--- src/rtl/snn_decoder_pkg.sv ---
// Shared definitions for the spike rate decoder: FSM state encoding and
// a constant clog2 used to size the window position counter.
package snn_decoder_pkg;

  typedef enum logic [1:0] {
    IDLE   = 2'd0,
    COUNT  = 2'd1,
    UPDATE = 2'd2
  } dec_state_e;

  function automatic int clog2(input int v);
    int r;
    r = 0;
    for (int i = 0; i < 31; i++)
      if ((1 << i) < v) r = i + 1;
    return r;
  endfunction

endpackage

--- src/rtl/spike_sat_counter.sv ---
// Saturating spike accumulator. Synchronous clear wins over increment; the
// overflow flag is sticky until cleared.
module spike_sat_counter #(
  parameter int COUNT_WIDTH = 8
) (
  input  logic                   clk,
  input  logic                   rst_n,
  input  logic                   clr,
  input  logic                   inc,
  output logic [COUNT_WIDTH-1:0] count,
  output logic                   ovf
);

  localparam logic [COUNT_WIDTH-1:0] MAX = '1;
  localparam logic [COUNT_WIDTH-1:0] ONE = COUNT_WIDTH'(1);

  always_ff @(posedge clk or negedge rst_n) begin
    if (!rst_n) begin
      count <= '0;
      ovf   <= 1'b0;
    end else if (clr) begin
      count <= '0;
      ovf   <= 1'b0;
    end else if (inc) begin
      if (count == MAX) ovf   <= 1'b1;
      else              count <= count + ONE;
    end
  end

endmodule

--- src/rtl/spike_rate_decoder.sv ---
// Counts spikes over fixed windows and turns the count into a latched LED
// level with on/off hysteresis. Define SPIKE_EDGE_COUNT_EN to count rising
// edges of spike_in instead of high cycles.
module spike_rate_decoder
  import snn_decoder_pkg::*;
#(
  parameter int WINDOW        = 64,
  parameter int COUNT_WIDTH   = 8,
  parameter int ON_THRESHOLD  = 3,
  parameter int OFF_THRESHOLD = 1
) (
  input  logic                   clk,
  input  logic                   rst_n,
  input  logic                   enable,
  input  logic                   clear,
  input  logic                   spike_in,
  output logic                   level_out,
  output logic [COUNT_WIDTH-1:0] count_out,
  output logic                   window_done,
  output logic                   overflow
);

  localparam int                     WCNT_W = clog2(WINDOW);
  localparam logic [WCNT_W-1:0]      WLAST  = WCNT_W'(WINDOW - 1);
  localparam logic [WCNT_W-1:0]      WONE   = WCNT_W'(1);
  localparam logic [COUNT_WIDTH-1:0] ON_T   = COUNT_WIDTH'(ON_THRESHOLD);
  localparam logic [COUNT_WIDTH-1:0] OFF_T  = COUNT_WIDTH'(OFF_THRESHOLD);

  dec_state_e             state;
  logic [WCNT_W-1:0]      wcnt;
  logic [COUNT_WIDTH-1:0] acc;
  logic                   acc_ovf;
  logic                   spike_ev;
  logic                   acc_clr;
  logic                   acc_inc;

`ifdef SPIKE_EDGE_COUNT_EN
  logic spike_prev;

  // Tracks spike_in in every state so a level held across a window
  // boundary is not re-counted.
  always_ff @(posedge clk or negedge rst_n) begin
    if (!rst_n)     spike_prev <= 1'b0;
    else if (clear) spike_prev <= 1'b0;
    else            spike_prev <= spike_in;
  end

  assign spike_ev = spike_in & ~spike_prev;
`else
  assign spike_ev = spike_in;
`endif

  // Accumulator restarts on window start, update, abort and clear.
  assign acc_clr = clear
                 | (state == IDLE   &&  enable)
                 | (state == COUNT  && !enable)
                 | (state == UPDATE);
  assign acc_inc = (state == COUNT) && enable && spike_ev;

  spike_sat_counter #(
    .COUNT_WIDTH(COUNT_WIDTH)
  ) u_acc (
    .clk   (clk),
    .rst_n (rst_n),
    .clr   (acc_clr),
    .inc   (acc_inc),
    .count (acc),
    .ovf   (acc_ovf)
  );

  always_ff @(posedge clk or negedge rst_n) begin
    if (!rst_n) begin
      state       <= IDLE;
      wcnt        <= '0;
      level_out   <= 1'b0;
      count_out   <= '0;
      window_done <= 1'b0;
      overflow    <= 1'b0;
    end else begin
      window_done <= 1'b0;
      if (clear) begin
        state     <= IDLE;
        wcnt      <= '0;
        level_out <= 1'b0;
        count_out <= '0;
        overflow  <= 1'b0;
      end else if (!enable && state == COUNT) begin
        state <= IDLE;
        wcnt  <= '0;
      end else begin
        case (state)
          IDLE: begin
            if (enable) begin
              state <= COUNT;
              wcnt  <= '0;
            end
          end
          COUNT: begin
            if (wcnt == WLAST) begin
              state <= UPDATE;
              wcnt  <= '0;
            end else begin
              wcnt <= wcnt + WONE;
            end
          end
          UPDATE: begin
            count_out   <= acc;
            overflow    <= acc_ovf;
            window_done <= 1'b1;
            wcnt        <= '0;
            // Between the thresholds the previous level is kept.
            if (acc >= ON_T)       level_out <= 1'b1;
            else if (acc <= OFF_T) level_out <= 1'b0;
            state <= enable ? COUNT : IDLE;
          end
          default: state <= IDLE;
        endcase
      end
    end
  end

endmodule

--- config.mk ---
export PLATFORM = sky130hd
export DESIGN_NAME = spike_rate_decoder
export DESIGN_NICKNAME = d
export VERILOG_FILES = /design/src/rtl/snn_decoder_pkg.sv /design/src/rtl/spike_sat_counter.sv /design/src/rtl/spike_rate_decoder.sv
export SDC_FILE = /design/constraint.sdc
export NUM_CORES = 1
export LEC_CHECK = 0
export ABC_AREA = 1
export BUFFER_PORTS_ARGS = -buffer_cell sky130_fd_sc_hd__buf_4
export CORE_AREA = 2 2 56 58
export CTS_CLUSTER_SIZE = 25
export DETAILED_ROUTE_END_ITERATION = 12
export DIE_AREA = 0 0 58 60
export PLACE_DENSITY_LB_ADDON = 0.1
export SYNTH_ARGS = -nofsm -noshare
export SYNTH_HDL_FRONTEND = slang
export SYNTH_SLANG_ARGS = --single-unit
--- constraint.sdc ---
create_clock -name clk -period 1.55 [get_ports clk]
set_input_delay 0.155 -clock clk [delete_from_list [all_inputs] [get_ports clk]]
set_output_delay 0.155 -clock clk [all_outputs]
set_load 0.005 [all_outputs]
==> results.sh <==
export IMPL_status="completed"
export IMPL_fin_area_um2=1820
export IMPL_wl_met2_um=1510
export IMPL_grt_usage_pct=21.1
export IMPL_fin_ws_ns=0.0705
export IMPL_grt_pass1_wl_um=5560
export IMPL_ant_nets=0
export IMPL_fin_skew_ns=0.00296
export IMPL_drtIter0Drc=78
export IMPL_cp_max_fo=4
export IMPL_first_pass_iters=4
export IMPL_cts_sinks=28
export IMPL_hold_viol=0
export IMPL_worst_path_max_delay_cell="dfrtp_1"
export IMPL_synth_seq_cells=28
export IMPL_cp_end_kind="flip-flop"
export IMPL_path_cells="inv_1 > ha_2 > inv_2 > nor3_4 > o21ai_2 > nand2_2 > nand2_1 > o21ai_1"
export IMPL_fin_setup_tns_ns=0
export IMPL_slowest_delay_ns=0.43
export IMPL_rows=20
export IMPL_fin_crit_ns=1.48
export IMPL_synth_cell_types=24
export IMPL_start_kind="flip-flop"
export IMPL_cts_buffer_depth=2
export IMPL_fin_crit_sh_pct=95.5
export IMPL_vias_per_cell=5.39
export IMPL_io_pins=16
export IMPL_worstPathArrival_ns=1.74
export IMPL_die_x_um=58
export IMPL_portBuffers=15
export IMPL_cts_root_buf="clkbuf_4"
export IMPL_rsz0062_at_grt="true"
export IMPL_num_antenna_cells=0
export IMPL_nets=233
export IMPL_postPlaceCellArea_um2=1760
export IMPL_critPathLaunch="state[1]"
export IMPL_clk_pin_slew_ns=0.14
export IMPL_fp_dieH_um=60
export IMPL_synthTopCellsByArea="dfrtp_1 (44%), nand2_1 (10%), nand3_1 (7.8%)"
export IMPL_final_setup_viol_count=0
export IMPL_synth_top_area_share_pct=43.7
export IMPL_worst_pin_slew_ns=0.357
export IMPL_report_final_slew_viol_count=0
export IMPL_clkLatencyLatePin_ns=0.32
export IMPL_fp_dieArea_um2=3480
export IMPL_synth_top_area_cell="dfrtp_1"
export IMPL_core_area_um2=2900
export IMPL_netlist_area_um2=1600
export IMPL_cts_tree="built"
export IMPL_placedCellCount=245
export IMPL_start_util_pct=55.3
export IMPL_syn_avg_cell_area_um2=8.14
export IMPL_fmax_mhz=676
export IMPL_final_cells=251
export IMPL_hold_class="primary input to flip-flop"
export IMPL_highest_layer="met4"
export IMPL_routed_wl_met3_um=163
export IMPL_path_buf_inv=2
export IMPL_ir_drop_mv=0.736
export IMPL_antenna_found_initial=0
export IMPL_crit_family="flip-flops"
export IMPL_yosysWarningCount=0
export IMPL_grt_pass1_vias=1225
export IMPL_crit_type="flip-flop to flip-flop"
export IMPL_pwr_density_cell_nw_per_um2=902
export IMPL_relSlewSlack_pct=76.2
export IMPL_required_ns=1.81
export IMPL_final_common_cell="nand2_1"
export IMPL_area_growth_pct=13.7
export IMPL_cellLeakagePower_nw=0.869
export IMPL_dpl_hpwl_um=2530
export IMPL_drive_gt1_share_pct=22.0
export IMPL_gp_congestion=0.979
export IMPL_htreeDepth=1
export IMPL_fillerInstances=245
export IMPL_hp_start="clear"
export IMPL_syn_inst=197
export IMPL_overflow=0
export IMPL_wl_um=3330
export IMPL_ys_seq_area_share_pct=43.7
export IMPL_cap_violations=0
export IMPL_grt_max_degree=29
export IMPL_vias=1353
export IMPL_final_cell_mix="nand2_1 (43), dfrtp_1 (28), nand3_1 (24)"
export IMPL_finalCoreUtilization_pct=62.8
export IMPL_numCtsBuffers=3
export IMPL_place_ws_ns=0.0479
export IMPL_whs_ns=0.0334
export IMPL_wire_per_inst_um=13.3
export IMPL_drt_drc_violations_left=0
export IMPL_synth_nets=210
export IMPL_wl_met1_um=1610
export IMPL_p_total_mw=1.64
export IMPL_regToRegStartpoint="state[1]"
[synth_stat cells]
cell type	n
nor3_1	2
xor2_1	1
nand3_1	25
o211ai_1	1
nor2_2	3
clkinv_1	1
nand2_2	4
o21ai_0	16
nand4_1	7
nor2_1	14
buf_2	1
nand3_4	2
o21ai_2	1
ha_1	8
nand4_4	1
dfrtp_1	28
o21ai_1	6
inv_1	20
clkinv_4	1
nand2_4	3
a21oi_1	2
nor3_4	1
inv_2	6
nand2_1	43
[worst register-to-register path, stage by stage, from the launching register on]
cell	delay [ns]
dfrtp_1	0.43
inv_1	0.09
ha_2	0.24
inv_2	0.08
nor3_4	0.20
o21ai_2	0.15
nand2_2	0.10
nand2_1	0.05
o21ai_1	0.08
[final timing paths]
path,end,slack (ns),depth (start not counted)
worst min register to register,count_out[1],0.53,2
worst max-delay path,state[0],0.07,8
min in group asynchronous,count_out[1],0.28,2
worst max register to register,state[0],0.07,8
max in group asynchronous,count_out[6],1.01,2
worst min-delay path,window_done,0.03,2
[logic make-up after synthesis]
kind of cell | count (synthesis) | synth area share, %
buffers and inverters | 29 | 7.18
AOI/OAI and AO/OA | 26 | 8.50
adders and majority gates | 8 | 6.24
xor gates and xnor gates | 1 | 0.546
and+or+nand+nor | 105 | 33.9
DFF | 28 | 43.7
[sequential cells by signal, summed over array words and instances (netlist names)]
register / cells
count_out: 8
u_acc.count: 8
wcnt: 6
state: 2
level_out: 1
overflow: 1
u_acc.ovf: 1
window_done: 1
[routing by layer]
metal / vias to the layer above / GRT usage [%]
met5: - / 0
met4: 0 / 7.31
met3: 6 / 2.38
met2: 34 / 32.0
met1: 623 / 31.4
li1: 690 / -
[final cells by class]
type                    count  area [µm²]  share of cell area, %
clock buffers               3        22.5                   1.24
inverters                  28         110                   6.04
multi-input cells         140         803                   44.1
flip-flops and latches     28         701                   38.4
well taps                  33        41.3                   2.26
repair buffers             19         145                   7.96
[report_power, final]
part           total (mW)  internal, mW  switching, mW
Clock               0.292        0.0911          0.201
Sequential          0.786         0.757         0.0288
Combinational       0.566         0.183          0.383
[what timing repair did]
item,in CTS,in global routing
hold endpoints to repair,28,0
setup buffers,0,2
hold buffers,1,0
setup endpoints to repair,0,22
resized for setup,0,5
Power figures use the tool's default switching activity.
